File: config.mk
export PLATFORM = sky130hd
export DESIGN_NAME = pa_dtcm_sram_ctrl
export DESIGN_NICKNAME = d
export VERILOG_FILES = /design/src/rtl/pa_dtcm_pkg.sv /design/src/rtl/pa_dtcm_wen_gen.sv /design/src/rtl/pa_dtcm_sram_ctrl.sv
export SDC_FILE = /design/constraint.sdc
export NUM_CORES = 1
export LEC_CHECK = 0
export BUFFER_PORTS_ARGS = -buffer_cell sky130_fd_sc_hd__buf_2
export CORE_UTILIZATION = 48
export DETAILED_ROUTE_END_ITERATION = 10
export GPL_TIMING_DRIVEN = 0
export PLACE_DENSITY = 0.81
export SKIP_CTS_REPAIR_TIMING = 1
export SYNTH_ARGS = -nofsm -noshare
export SYNTH_HDL_FRONTEND = slang
export SYNTH_SLANG_ARGS = --single-unit
File: constraint.sdc
create_clock -name cpuclk -period 2.05 [get_ports cpuclk]
set_input_delay 0.3075 -clock cpuclk [delete_from_list [all_inputs] [get_ports cpuclk]]
set_output_delay 0.3075 -clock cpuclk [all_outputs]
set_load 0.01 [all_outputs]
File: src/rtl/pa_dtcm_pkg.sv
// Shared encodings for the DTCM SRAM controller: access sizes, FSM states, lane count.
package pa_dtcm_pkg;

    localparam int LANES = 4;

    typedef enum logic [1:0] {
        SIZE_BYTE = 2'd0,
        SIZE_HALF = 2'd1,
        SIZE_WORD = 2'd2,
        SIZE_ILL  = 2'd3
    } size_e;

    typedef enum logic {
        ST_INIT = 1'b0,
        ST_RUN  = 1'b1
    } state_e;

endpackage

File: src/rtl/pa_dtcm_wen_gen.sv
// Combinational store-lane decoder: size + byte offset + right-aligned data ->
// legality, per-bit active-low write enables and lane-replicated write data.
module pa_dtcm_wen_gen
    import pa_dtcm_pkg::*;
(
    input  logic [1:0]  size,
    input  logic [1:0]  addr_lo,
    input  logic [31:0] wdata,
    output logic        legal,
    output logic [31:0] wen,
    output logic [31:0] d
);

    logic [LANES-1:0] lanes;

    // NOTE: every output of a combinational block gets a default first so no path infers a latch.
    always_comb begin
        legal = 1'b0;
        lanes = '0;
        d     = wdata;
        wen   = '1;
        case (size_e'(size))
            SIZE_BYTE: begin
                legal = 1'b1;
                lanes = 4'b0001 << addr_lo;
                d     = {4{wdata[7:0]}};
            end
            SIZE_HALF: begin
                legal = !addr_lo[0];
                lanes = addr_lo[1] ? 4'b1100 : 4'b0011;
                d     = {2{wdata[15:0]}};
            end
            SIZE_WORD: begin
                legal = (addr_lo == 2'b00);
                lanes = 4'b1111;
            end
            default: legal = 1'b0;
        endcase
        for (int i = 0; i < LANES; i++) begin
            wen[8*i +: 8] = lanes[i] ? 8'h00 : 8'hFF;
        end
    end

endmodule

File: src/rtl/pa_dtcm_sram_ctrl.sv
// LSU-side controller for the 8192x32 single-port DTCM macro. Defining
// PA_DTCM_SRAM_INIT_EN adds a post-reset zero-fill sweep of the whole array.
module pa_dtcm_sram_ctrl
    import pa_dtcm_pkg::*;
#(
    parameter int ADDR_WIDTH = 13,
    parameter int DATA_WIDTH = 32
) (
    input  logic                  cpuclk,
    input  logic                  cpurst_b,
    input  logic                  req_vld,
    output logic                  req_rdy,
    input  logic                  req_write,
    input  logic [1:0]            req_size,
    input  logic [ADDR_WIDTH+1:0] req_addr,
    input  logic [DATA_WIDTH-1:0] req_wdata,
    output logic                  rsp_vld,
    input  logic                  rsp_rdy,
    output logic [DATA_WIDTH-1:0] rsp_rdata,
    output logic                  rsp_err,
    output logic                  init_done,
    output logic [ADDR_WIDTH-1:0] sram_a,
    output logic                  sram_cen,
    output logic                  sram_gwen,
    output logic [DATA_WIDTH-1:0] sram_wen,
    output logic [DATA_WIDTH-1:0] sram_d,
    input  logic [DATA_WIDTH-1:0] sram_q
);

    state_e                state_q, state_d;
    logic [ADDR_WIDTH-1:0] a_q, a_d;
    logic [DATA_WIDTH-1:0] d_q, d_d;
    logic                  rsp_vld_q, rsp_vld_d;
    logic                  rsp_err_q, rsp_err_d;
    logic                  rsp_load_q, rsp_load_d;
    logic                  hold_vld_q, hold_vld_d;
    logic [DATA_WIDTH-1:0] hold_q, hold_d;
    logic [ADDR_WIDTH-1:0] init_addr;

    logic                  gen_legal;
    logic [DATA_WIDTH-1:0] gen_wen, gen_d;
    logic                  init_active, run, stall, accept, access;

`ifdef PA_DTCM_SRAM_INIT_EN
    localparam state_e RESET_STATE = ST_INIT;
    logic [ADDR_WIDTH-1:0] cnt_q, cnt_d;
    assign init_addr = cnt_q;
`else
    localparam state_e RESET_STATE = ST_RUN;
    assign init_addr = '0;
`endif

    pa_dtcm_wen_gen u_wen_gen (
        .size    (req_size),
        .addr_lo (req_addr[1:0]),
        .wdata   (req_wdata),
        .legal   (gen_legal),
        .wen     (gen_wen),
        .d       (gen_d)
    );

    // Gating with cpurst_b keeps the strobes idle and req_rdy low throughout reset.
    assign init_active = cpurst_b && (state_q == ST_INIT);
    assign run         = cpurst_b && (state_q == ST_RUN);
    assign init_done   = run;
    assign stall       = rsp_vld_q && !rsp_rdy;
    assign req_rdy     = run && !stall;
    assign accept      = req_vld && req_rdy;
    assign access      = accept && gen_legal;

    always_comb begin
        state_d = state_q;
`ifdef PA_DTCM_SRAM_INIT_EN
        cnt_d = cnt_q;
        if (state_q == ST_INIT) begin
            cnt_d = cnt_q + ADDR_WIDTH'(1);
            if (&cnt_q) state_d = ST_RUN;
        end
`else
        state_d = ST_RUN;
`endif
    end

    // Address and data hold their last value on idle cycles to limit toggling.
    always_comb begin
        sram_cen  = 1'b1;
        sram_gwen = 1'b1;
        sram_wen  = '1;
        sram_a    = a_q;
        sram_d    = d_q;
        if (init_active) begin
            sram_cen  = 1'b0;
            sram_gwen = 1'b0;
            sram_wen  = '0;
            sram_a    = init_addr;
            sram_d    = '0;
        end else if (access) begin
            sram_cen = 1'b0;
            sram_a   = req_addr[ADDR_WIDTH+1:2];
            if (req_write) begin
                sram_gwen = 1'b0;
                sram_wen  = gen_wen;
                sram_d    = gen_d;
            end
        end
        a_d = sram_a;
        d_d = sram_d;
    end

    always_comb begin
        rsp_rdata = '0;
        if (rsp_vld_q) begin
            if (hold_vld_q)      rsp_rdata = hold_q;
            else if (rsp_load_q) rsp_rdata = sram_q;
        end
    end

    always_comb begin
        rsp_vld_d  = rsp_vld_q;
        rsp_err_d  = rsp_err_q;
        rsp_load_d = rsp_load_q;
        hold_vld_d = hold_vld_q;
        hold_d     = hold_q;
        if (accept) begin
            rsp_vld_d  = 1'b1;
            rsp_err_d  = !gen_legal;
            rsp_load_d = gen_legal && !req_write;
            hold_vld_d = 1'b0;
        end else if (rsp_vld_q && rsp_rdy) begin
            rsp_vld_d  = 1'b0;
            rsp_err_d  = 1'b0;
            rsp_load_d = 1'b0;
            hold_vld_d = 1'b0;
        end else if (stall && !hold_vld_q) begin
            // Q is only guaranteed the cycle after the read, so freeze it at the first stall edge.
            hold_vld_d = 1'b1;
            hold_d     = rsp_rdata;
        end
    end

    assign rsp_vld = rsp_vld_q;
    assign rsp_err = rsp_err_q;

    // NOTE: sequential state uses non-blocking assignments so every flop samples pre-edge values.
    always_ff @(posedge cpuclk or negedge cpurst_b) begin
        if (!cpurst_b) begin
            state_q    <= RESET_STATE;
            a_q        <= '0;
            d_q        <= '0;
            rsp_vld_q  <= 1'b0;
            rsp_err_q  <= 1'b0;
            rsp_load_q <= 1'b0;
            hold_vld_q <= 1'b0;
            hold_q     <= '0;
        end else begin
            state_q    <= state_d;
            a_q        <= a_d;
            d_q        <= d_d;
            rsp_vld_q  <= rsp_vld_d;
            rsp_err_q  <= rsp_err_d;
            rsp_load_q <= rsp_load_d;
            hold_vld_q <= hold_vld_d;
            hold_q     <= hold_d;
        end
    end

`ifdef PA_DTCM_SRAM_INIT_EN
    always_ff @(posedge cpuclk or negedge cpurst_b) begin
        if (!cpurst_b) cnt_q <= '0;
        else           cnt_q <= cnt_d;
    end
`endif

endmodule

## Yosys cells after proc, flatten, opt, wreduce, memory -nomap -nowiden

Cells that the tools add are included.

| storage, ports and cells | value |
|---|---|
| register bits | 81 |
| bits in latches | 0 |
| RAM bits | 0 |
| memory bits (read-only) | 0 |
| input port bits | 86 |
| memories kept | 0 |

| cells by class | value |
|---|---|
| $add $sub $neg | 0 |
| $mul | 0 |
| divide/modulo/power cells | 0 |
| $lt $le $gt $ge | 0 |
| equal/unequal tests | 2 |
| shift operators | 1 |
| multiplexer cells | 26 |
| bitwise gates (word level) | 2 |
| reductions and logical operators | 18 |

Operator list:

| cell | count |
|---|---|
| $mux 32 | 7 |
| $pmux 32 s2 | 1 |
| $mux 8 | 4 |
| $mux 13 | 1 |
| $pmux 4 s3 | 1 |
| $mux 1 | 10 |
| $logic_and 1x1->1 | 7 |
| $logic_not 1->1 | 6 |
| $logic_not 2->1 | 2 |
| $mux 4 | 1 |
| $shl 1x2->4 const A | 1 |
| $pmux 1 s3 | 1 |
| $reduce_and 3->1 | 1 |
| $reduce_bool 3->1 | 1 |
| $eq 2x1->1 const B | 1 |
| $eq 2x2->1 const B | 1 |
| $not 1->1 | 2 |
| $reduce_bool 2->1 | 1 |

## Depth between registers and ports, before layout

Gate-level depths: netlist (run 1).

| depth | value |
|---|---|
| depth after elaboration | 7 |
| depth in mapped cells | 7 |

## Modules after synthesis

From an unflattened synthesis (run 1), not the netlist that was laid out.

| unflattened totals | value |
|---|---|
| cells, all modules | 461 |
| area, all modules | 4615.7 sq um |

Modules (own cells, without submodules):

| module | times used | cells an instance | area an instance (sq um) | seq. area each (sq um) |
|---|---|---|---|---|
| pa_dtcm_sram_ctrl | 1 | 366 | 3886.2 | 2026.9 |
| pa_dtcm_wen_gen | 1 | 95 | 729.4 | 0.0 |

## Worst setup path after synthesis (run 1)

No wires, ideal clock.

| timing path | value |
|---|---|
| path type | input-to-output |
| start point | input req_size[0] |
| end point | output sram_wen[25] |
| arrival time | 1.516 ns |
| data required time | 1.742 ns |
| path slack | 0.226 ns |
| cell stages on the path | 7 |
| cell sequence | buf_6 buf_2 nor2_1 nand2_1 a21oi_1 o21bai_1 buf_4 |

| between the ends | value |
|---|---|
| longest elaborated chain between the ends | 5 |
| elaborated cells on any way between the ends | 9 |
| those cells by class | 2 x eq/ne; 5 x mux; 2 x reduce/logical |

Ends and longest elaborated chain:

| element | line | RTL |
|---|---|---|
| from (decl) | pa_dtcm_sram_ctrl.sv:14 | `input logic [1:0] req_size,` |
| $eq 2x2->1 (tied with other cells) | pa_dtcm_wen_gen.sv:22 | `case (size_e'(size))` |
| $pmux 4 s3 | pa_dtcm_wen_gen.sv:22 |  |
| $mux 8 | pa_dtcm_wen_gen.sv:40 | `wen[8*i +: 8] = lanes[i] ? 8'h00 : 8'hFF;` |
| $mux 32 | pa_dtcm_sram_ctrl.sv:100 | `if (req_write) begin` |
| $mux 32 * | pa_dtcm_sram_ctrl.sv:97 | `end else if (access) begin` |
| to (decl) | pa_dtcm_sram_ctrl.sv:25 | `output logic [DATA_WIDTH-1:0] sram_wen,` |

Mark *: on every way between the ends. The rest lies on a longest branch, timed or not.

## Worst setup path after layout (run 1)

| timing path | value |
|---|---|
| start point | register rsp_vld_q, in the netlist rsp_vld |
| end point | output sram_d[0] |

| between the ends | value |
|---|---|
| longest elaborated chain between the ends | 6 |

Ends and longest elaborated chain:

| element | line | RTL |
|---|---|---|
| from (decl) | pa_dtcm_sram_ctrl.sv:33 | `logic rsp_vld_q, rsp_vld_d;` |
| from (signal assigned) | pa_dtcm_sram_ctrl.sv:159 | `rsp_vld_q <= rsp_vld_d;` |
| $logic_and 1x1->1 | pa_dtcm_sram_ctrl.sv:66 | `assign stall = rsp_vld_q && !rsp_rdy;` |
| $logic_not 1->1 | pa_dtcm_sram_ctrl.sv:67 | `assign req_rdy = run && !stall;` |
| $logic_and 1x1->1 | pa_dtcm_sram_ctrl.sv:67 |  |
| $logic_and 1x1->1 | pa_dtcm_sram_ctrl.sv:68 | `assign accept = req_vld && req_rdy;` |
| $logic_and 1x1->1 | pa_dtcm_sram_ctrl.sv:69 | `assign access = accept && gen_legal;` |
| $mux 32 | pa_dtcm_sram_ctrl.sv:97 |  |
| to (decl) | pa_dtcm_sram_ctrl.sv:26 | `output logic [DATA_WIDTH-1:0] sram_d,` |

No other way between the ends.

==> impl_metrics.env, run 1 <==
export IMPL_status="finished, violations left"
export IMPL_failed_checks="DRC, setup timing"
export IMPL_clkPwrFrac=0.266
export IMPL_synth_largest_area_cell="dfrtp_1"
export IMPL_hold_viol_final=0
export IMPL_ios=201
export IMPL_synth_edf_count=0
export IMPL_final_nets=706
export IMPL_internal_power_mw=3.64
export IMPL_grt_pass1_vias=3703
export IMPL_max_slew_margin=0.628
export IMPL_worst_slew_pin_slew_ps=558
export IMPL_synth_cell_types=43
export IMPL_critPathMaxFanout=6
export IMPL_yosysMostFrequentCell="dfrtp_1"
export IMPL_layout_setup_ws_ps=-190
export IMPL_grt_setup_unrepaired="true"
export IMPL_vias=3751
export IMPL_skew_ps=7.69
export IMPL_die_w_um=98.5
export IMPL_cts_sinks=81
export IMPL_ff2ff_path_depth=6
export IMPL_cts_root_buf="clkbuf_8"
export IMPL_fmax_mhz=446
export IMPL_slew_violations=0
export IMPL_grt_max_degree=56
export IMPL_regArea_mm2=0.00203
export IMPL_synth_top_area_share=0.453
export IMPL_required_ps=1740
export IMPL_grt_remaining_overflow=0
export IMPL_wl_per_cell_um=16.1
export IMPL_pwr_share_comb=0.337
export IMPL_min_path_type="in2async"
export IMPL_min_period_over_period=1.09
export IMPL_grt_pass1_wl_mm=18.1
export IMPL_syn_nets=478
export IMPL_ys_top_cells_by_count="dfrtp_1, nand2_1, mux2_4"
export IMPL_critPathLaunchType="register"
export IMPL_switchingPower_mw=1.46
export IMPL_avgSynthCellArea_um2=11.4
export IMPL_p_seq_frac=0.397
export IMPL_finalSetupViolCount=67
export IMPL_clockBufferDepth=2
export IMPL_insertion_delay_ps=340
export IMPL_chipHeight_um=98.5
export IMPL_gp_congestion=0.764
export IMPL_start_util=0.505
export IMPL_vias_per_cell=5.12
export IMPL_hold_ws_ps=21.9
export IMPL_drc=14
export IMPL_cap_violations=0
export IMPL_drive_above_1_share=0.578
export IMPL_synthArstFlopShare=1.00
export IMPL_leakage_nw=3.12
export IMPL_syn_to_final_growth_pct=41.6
export IMPL_final_area_mm2=0.00633
export IMPL_cp_end_kind="output pin"
export IMPL_swShare=0.286
export IMPL_fin_crit_ps=2240
export IMPL_netlist_top_cells_area="dfrtp_1, mux2_4, mux2_2"
export IMPL_crit_buf_inv=2
export IMPL_syn_area_mm2=0.00447
export IMPL_path_cells="nand2b_4 -> nand4_4 -> nor2_8 -> buf_4 -> mux2_2 -> buf_2"
export IMPL_numCtsBuffers=9
export IMPL_grt_usage=0.235
export IMPL_pre_cts_ws_ps=-423
export IMPL_core_mm2=0.00885
export IMPL_cts_tree="done"
export IMPL_cp_slowest_cell="dfrtp_2"
export IMPL_setup_tns_ps=-9340
export IMPL_clkTransAtPathRegs_ps=90
export IMPL_placementRows=34
export IMPL_dieArea_mm2=0.00970
export IMPL_multiInputGateArea_mm2=0.00204
export IMPL_ys_flop_type="dfrtp_1"
export IMPL_yosysWarnings=0
export IMPL_critPathMaxStageDelay_ps=450
export IMPL_cts_max_level=3
export IMPL_synthCells=392
export IMPL_io_buffers=199
export IMPL_diodes=0
export IMPL_path_delay_family="simple AND/OR/NAND/NOR gates"
export IMPL_crit_type="reg2out"
export IMPL_yosysSeqAreaShare=0.453
export IMPL_ys_ff_latch=81
export IMPL_antenna_found_initial=0
export IMPL_placed_cell_area_mm2=0.00563
export IMPL_dp_hpwl_mm=8.37
export IMPL_wirelength_mm=11.8
export IMPL_drt_antenna_violating_nets=0
export IMPL_firstDrtPassIters=7
export IMPL_drt_iter0_drc=92
export IMPL_cp_depth=6
export IMPL_powerDensity_mw_per_mm2=806
export IMPL_cp_arrival_ps=1930
export IMPL_nFillCells=613
export IMPL_irDropWorstVdd_v=0.000627
-- power groups by stage --
stage               combinational [mW]  clock, mW  sequential, mW
floorplan                        0.887          0            2.01
global placement                  1.38          0            2.03
detailed placement                1.42          0            2.05
CTS                               1.43       1.38            2.02
global route                      1.85       1.45            2.05
finish                            1.72       1.35            2.03
-- path summary, 6_finish.rpt --
check                      slack (ps)                     end              startpoint
min in group cpuclk               200        a_q[6]$_DFF_PN0_             req_addr[8]
setup reg to reg                  360       d_q[25]$_DFF_PN0_     rsp_vld$_DFFE_PN0N_
hold / removal                     20     rsp_err$_DFFE_PN0N_                cpurst_b
hold reg to reg                   490  hold_q[30]$_DFFE_PN0P_  hold_q[30]$_DFFE_PN0P_
setup / recovery                 -190               sram_d[0]     rsp_vld$_DFFE_PN0N_
max in group asynchronous        1260       d_q[23]$_DFF_PN0_                cpurst_b
-- cell families (layout without fill, tap and decap cells) --
kind of cell	Yosys count	in the layout	share of synthesized area
compound gates	82	82	0.127
buf+inv	57	290	0.0996
xor+xnor	1	1	0.00196
simple gates	102	102	0.114
mux	69	69	0.203
flops	81	81	0.453
-- sequential cells by signal (all words and copies together), names as in the netlist --
register,flops
rsp_err,1
rsp_vld,1
rsp_load_q,1
hold_q,32
hold_vld_q,1
d_q,32
a_q,13
-- per-stage QoR --
step	utilization	power, mW	std cells
finish	0.715	5.10	733
floorplan	-	2.90	392
global route	0.715	5.35	733
detailed placement	0.636	3.46	700
CTS	0.663	4.83	716
global placement	0.633	3.41	699
-- cells in the final DEF (no fill, tap or decap), drive strengths merged --
cell / instances
clkbuf: 20
mux2: 61
clkinv: 1
or3: 1
o31ai: 1
clkinvlp: 1
and2b: 1
a211o: 1
nand4: 1
mux2i: 8
a2111o: 1
a22oi: 13
buf: 262
o21bai: 1
a21boi: 19
bufinv: 2
dfrtp: 81
nor2b: 14
a22o: 13
nand3b: 1
xor2: 1
nor2: 4
o21ai: 32
nand2b: 2
a21oi: 1
and2: 2
nand3: 3
nand2: 70
inv: 2
and3: 2
or2: 1
dlygate4sd3: 2
-- worst register-to-register path, cell delays in order, from the launching register on --
cell and delay [ps]:
dfrtp_2 450, nand2b_4 110, nand4_4 140, nor2_8 250, clkbuf_16 200, mux2_4 310, buf_4 130
-- layout make-up --
type,instances,share of cell area
flip-flops and latches,81,0.321
inverters,1,0.000593
multi-input cells,254,0.322
plain buffers,55,0.0745
repair buffers,218,0.224
clock buffers,11,0.0239
well taps,108,0.0214
clock inverters,5,0.0134
-- per-layer routing --
metal  track usage  up-vias  share of wire
met1         0.303     1798           0.41
li1              -     1783              -
met4        0.0884        0          0.018
met2         0.386      150           0.50
met5             0        -              0
met3        0.0553       20          0.077
(Power assumes the default switching activity.)
==> run 2, diff against run 1 <==
==> constraint.sdc (replaced) <==
create_clock -name cpuclk -period 2.2 [get_ports cpuclk]
set_input_delay 0.33 -clock cpuclk [delete_from_list [all_inputs] [get_ports cpuclk]]
set_output_delay 0.33 -clock cpuclk [all_outputs]
set_load 0.01 [all_outputs]
==> run 2 against run 1 <==
The flow still finishes with violations (DRC, setup timing). Worst hold slack gained 4.5 ps. Largest power group unchanged. Critical path depth unchanged. Cell area decreased by 1.2%. Via count decreased by 0.19%. Clock skew up 0.51 ps. Final cell count shrank 0.55%. Critical endpoint is now sram_d[10]. First-iteration DRC count increased by 6.5%. Clock power shrank 7%. Sequential share of layout area is 0.38 points higher.
==> impl_metrics.env, run 2 (same netlist as run 1, synthesis figures left out) <==
export IMPL_max_slew_margin=0.631
export IMPL_wl_per_cell_um=16.1
export IMPL_hold_ws_ps=26.4
export IMPL_clkTransAtPathRegs_ps=90
export IMPL_final_nets=702
export IMPL_cts_sinks=81
export IMPL_slew_violations=0
export IMPL_p_seq_frac=0.398
export IMPL_ios=201
export IMPL_setup_tns_ps=-1580
export IMPL_dp_hpwl_mm=8.37
export IMPL_dieArea_mm2=0.00970
export IMPL_layout_setup_ws_ps=-58.3
export IMPL_firstDrtPassIters=10
export IMPL_core_mm2=0.00885
export IMPL_clkPwrFrac=0.267
export IMPL_vias_per_cell=5.14
export IMPL_path_cells="nand2b_4 -> nand4_4 -> nor2_8 -> buf_12 -> mux2_4 -> buf_6"
export IMPL_cts_root_buf="clkbuf_8"
export IMPL_swShare=0.286
export IMPL_leakage_nw=3.07
export IMPL_total_power_mw=4.72
export IMPL_antenna_found_initial=0
export IMPL_grt_pass1_wl_mm=18.1
export IMPL_internal_power_mw=3.37
export IMPL_postLayoutCoreUtil=0.706
export IMPL_fin_crit_ps=2260
export IMPL_cp_end_kind="output pin"
export IMPL_die_w_um=98.5
export IMPL_grt_setup_unrepaired="true"
export IMPL_placed_cell_area_mm2=0.00563
export IMPL_switchingPower_mw=1.35
export IMPL_worst_slew_pin_slew_ps=553
export IMPL_drt_iter0_drc=98
export IMPL_drive_above_1_share=0.565
export IMPL_min_path_type="in2async"
export IMPL_start_util=0.505
export IMPL_dpl_cell_count=700
export IMPL_placementRows=34
export IMPL_vias=3744
export IMPL_cp_slowest_cell="dfrtp_2"
export IMPL_numCtsBuffers=9
export IMPL_chipHeight_um=98.5
export IMPL_critPathLaunchType="register"
export IMPL_status="finished, violations left"
export IMPL_io_buffers=199
export IMPL_skew_ps=8.20
export IMPL_finalSetupViolCount=47
export IMPL_syn_to_final_growth_pct=39.8
export IMPL_grt_usage=0.235
export IMPL_cp_arrival_ps=1930
export IMPL_clockBufferDepth=2
export IMPL_drt_antenna_violating_nets=0
export IMPL_reg_top3="d_q x32, hold_q x32, a_q x13"
export IMPL_final_area_mm2=0.00625
export IMPL_cts_tree="done"
export IMPL_layoutNonFillerInstCount=729
export IMPL_cap_violations=0
export IMPL_layout_common_cells="buf_2, dfrtp_1, nand2_1"
export IMPL_min_period_over_period=1.03
export IMPL_crit_type="reg2out"
export IMPL_drc=13
export IMPL_wirelength_mm=11.8
export IMPL_fmax_mhz=443
export IMPL_diodes=0
export IMPL_irDropWorstVdd_v=0.000584
export IMPL_powerDensity_mw_per_mm2=755
export IMPL_pwr_share_comb=0.334
export IMPL_critPathMaxFanout=10
export IMPL_grt_remaining_overflow=0
export IMPL_pre_cts_ws_ps=-318
export IMPL_insertion_delay_ps=340
export IMPL_grt_max_degree=56
export IMPL_required_ps=1870
export IMPL_hold_viol_final=0
export IMPL_grt_pass1_vias=3703
export IMPL_gp_congestion=0.764
export IMPL_final_common_cell="buf_2"
export IMPL_critPathMaxStageDelay_ps=450
export IMPL_cts_max_level=3
export IMPL_failed_checks="DRC, setup timing"
[run 2: worst paths after layout]
path	cells after the start	startpoint	endpoint	slack (ps)
max	6	rsp_vld$_DFFE_PN0N_	sram_d[10]	-60
min	3	cpurst_b	a_q[1]$_DFF_PN0_	30
max reg2reg	6	rsp_vld$_DFFE_PN0N_	d_q[25]$_DFF_PN0_	520
min reg2reg	2	hold_q[30]$_DFFE_PN0P_	hold_q[30]$_DFFE_PN0P_	490
max in group asynchronous	4	cpurst_b	d_q[26]$_DFF_PN0_	1410
min in group cpuclk	2	req_addr[8]	a_q[6]$_DFF_PN0_	220
[run 2: final cells by class]
type	instances	area (um2)
Fill cell	614	2600
Sequential cell	81	2030
Multi-Input combinational cell	254	2010
Timing Repair Buffer	213	1370
Buffer	56	462
Clock buffer	11	151
Tap cell	108	135
Clock inverter	5	85.1
Inverter	1	3.75
[run 2: critical path, delay by kind of cell, from the launching register on]
kind / cells / cell delay [ps]
and+or+nand+nor: 3 / 490
DFF: 1 / 450
buffers and inverters: 2 / 310
muxes: 1 / 330
[run 2: power groups by stage]
stage	clock network [mW]	logic (mW)	registers (mW)
global route	1.35	1.69	1.90
detailed placement	0	1.32	1.91
global placement	0	1.28	1.89
finish	1.26	1.58	1.88
CTS	1.29	1.33	1.88
floorplan	0	0.827	1.87
[run 2: metal layers]
metal  wire length (um)  vias up  global-route usage
met5                  0        -                   0
met4                210        0              0.0884
met3                956       19              0.0553
met2               5830      155               0.386
met1               4770     1794               0.303
li1                   -     1776                   -
==> run 3, diff against run 2 <==
--- a/config.mk
+++ b/config.mk
@@ -6,10 +6,9 @@
 export NUM_CORES = 1
 export LEC_CHECK = 0
 export BUFFER_PORTS_ARGS = -buffer_cell sky130_fd_sc_hd__buf_2
-export CORE_UTILIZATION = 48
+export CORE_UTILIZATION = 24
 export DETAILED_ROUTE_END_ITERATION = 10
 export GPL_TIMING_DRIVEN = 0
-export PLACE_DENSITY = 0.81
 export SKIP_CTS_REPAIR_TIMING = 1
 export SYNTH_ARGS = -nofsm -noshare
 export SYNTH_HDL_FRONTEND = slang
==> run 3 against run 2 <==
The run still ends with DRC, setup timing left. Die area is 98% higher. Register-to-register slack barely moved. Final cell count is 16% higher. Clock-buffer cell count increased by 2. Critical path depth unchanged. Global-route usage down 11 points. Clock power rose by 19%. Non-clock buffer count shrank 3.
==> impl_metrics.env, run 3 (same netlist as run 1, synthesis figures left out) <==
export IMPL_finalSetupViolCount=38
export IMPL_leakage_nw=3.09
export IMPL_drt_iter0_drc=114
export IMPL_vias=3563
export IMPL_cts_sinks=81
export IMPL_wirelength_mm=12.8
export IMPL_irDropWorstVdd_v=0.000507
export IMPL_start_util=0.247
export IMPL_grt_pass1_wl_mm=19.2
export IMPL_hold_viol_final=0
export IMPL_grt_usage=0.129
export IMPL_pre_cts_ws_ps=-264
export IMPL_crit_type="reg2out"
export IMPL_fmax_mhz=436
export IMPL_die_w_um=138
export IMPL_cts_root_buf="clkbuf_16"
export IMPL_clkTransAtPathRegs_ps=60
export IMPL_drc=26
export IMPL_total_power_mw=4.90
export IMPL_drt_antenna_violating_nets=0
export IMPL_cts_max_level=3
export IMPL_layout_setup_ws_ps=-92.2
export IMPL_worst_slew_pin_slew_ps=819
export IMPL_grt_setup_unrepaired="true"
export IMPL_failed_checks="DRC, setup timing"
export IMPL_min_path_type="in2async"
export IMPL_final_nets=699
export IMPL_grt_remaining_overflow=0
export IMPL_dieArea_mm2=0.0192
export IMPL_critPathMaxStageDelay_ps=440
export IMPL_cts_tree="done"
export IMPL_hold_ws_ps=8.34
export IMPL_fin_crit_ps=2290
export IMPL_insertion_delay_ps=340
export IMPL_critPathLaunchType="register"
export IMPL_powerDensity_mw_per_mm2=765
export IMPL_required_ps=1870
export IMPL_chipHeight_um=138
export IMPL_slew_violations=0
export IMPL_layout_common_cells="buf_2, dfrtp_1, nand2_1"
export IMPL_cp_end_kind="output pin"
export IMPL_path_cells="nand2b_4 -> nand4_4 -> nor2_8 -> buf_12 -> mux2_4 -> buf_2"
export IMPL_cp_slowest_cell="dfrtp_2"
export IMPL_placementRows=49
export IMPL_wl_per_cell_um=15.1
export IMPL_skew_ps=5.71
export IMPL_clockBufferDepth=2
export IMPL_drive_above_1_share=0.561
export IMPL_max_slew_margin=0.452
export IMPL_postLayoutCoreUtil=0.354
export IMPL_core_mm2=0.0181
export IMPL_dp_hpwl_mm=9.00
export IMPL_cp_arrival_ps=1960
export IMPL_setup_tns_ps=-2450
export IMPL_reg_top3="d_q x32, hold_q x32, a_q x13"
export IMPL_status="finished, violations left"
export IMPL_io_buffers=199
export IMPL_final_common_cell="buf_2"
export IMPL_syn_to_final_growth_pct=43.4
export IMPL_antenna_found_initial=1
export IMPL_firstDrtPassIters=8
export IMPL_numCtsBuffers=9
export IMPL_cap_violations=0
export IMPL_critPathMaxFanout=10
export IMPL_vias_per_cell=4.21
export IMPL_gp_congestion=0.720
export IMPL_grt_max_degree=69
export IMPL_grt_pass1_vias=3613
export IMPL_ios=201
export IMPL_min_period_over_period=1.04
export IMPL_diodes=0
## run 3: area by class of cell
class	count	area, um2
Timing Repair Buffer	210	1330
Fill cell	1842	11700
Clock buffer	13	250
Sequential cell	81	2030
Clock inverter	3	40.0
Multi-Input combinational cell	254	2010
Buffer	56	460
Tap cell	229	287
Inverter	1	3.75
## run 3: path summary, 6_finish.rpt
path                       cells after the start               endpoint                   from  slack, ps
setup / recovery                               6             sram_d[30]    rsp_vld$_DFFE_PN0N_        -90
hold / removal                                 2      d_q[30]$_DFF_PN0_               cpurst_b          8
setup reg to reg                               6       d_q[9]$_DFF_PN0_    rsp_vld$_DFFE_PN0N_        520
hold reg to reg                                2  hold_q[2]$_DFFE_PN0P_  hold_q[2]$_DFFE_PN0P_        480
max in group asynchronous                      2       d_q[9]$_DFF_PN0_               cpurst_b       1010
min in group cpuclk                            2      a_q[11]$_DFF_PN0_           req_addr[13]        230
## run 3: critical path: cells and delay by family (launching register included)
family	cells	cell delay [ps]
buffers and inverters	2	340
AND/OR/NAND/NOR	3	530
flip-flops	1	440
multiplexers	1	320
## run 3: per-layer routing
metal | track usage | routed length (um) | up-vias
li1 | - | - | 1773
met1 | 0.152 | 5380 | 1642
met2 | 0.220 | 6280 | 131
met3 | 0.0371 | 913 | 15
met4 | 0.0509 | 193 | 2
met5 | 0 | 8 | -
## run 3: report_power, final
part	switching, mW	internal [mW]
Clock	0.591	0.908
Sequential	0.0938	1.78
Combinational	0.684	0.848
## run 3: per-stage QoR
stage | cell area [um2] | cells
CTS | 6070 | 837
floorplan | 4470 | 392
finish | 6410 | 847
detailed placement | 5780 | 821
global placement | 5750 | 820
global route | 6410 | 847
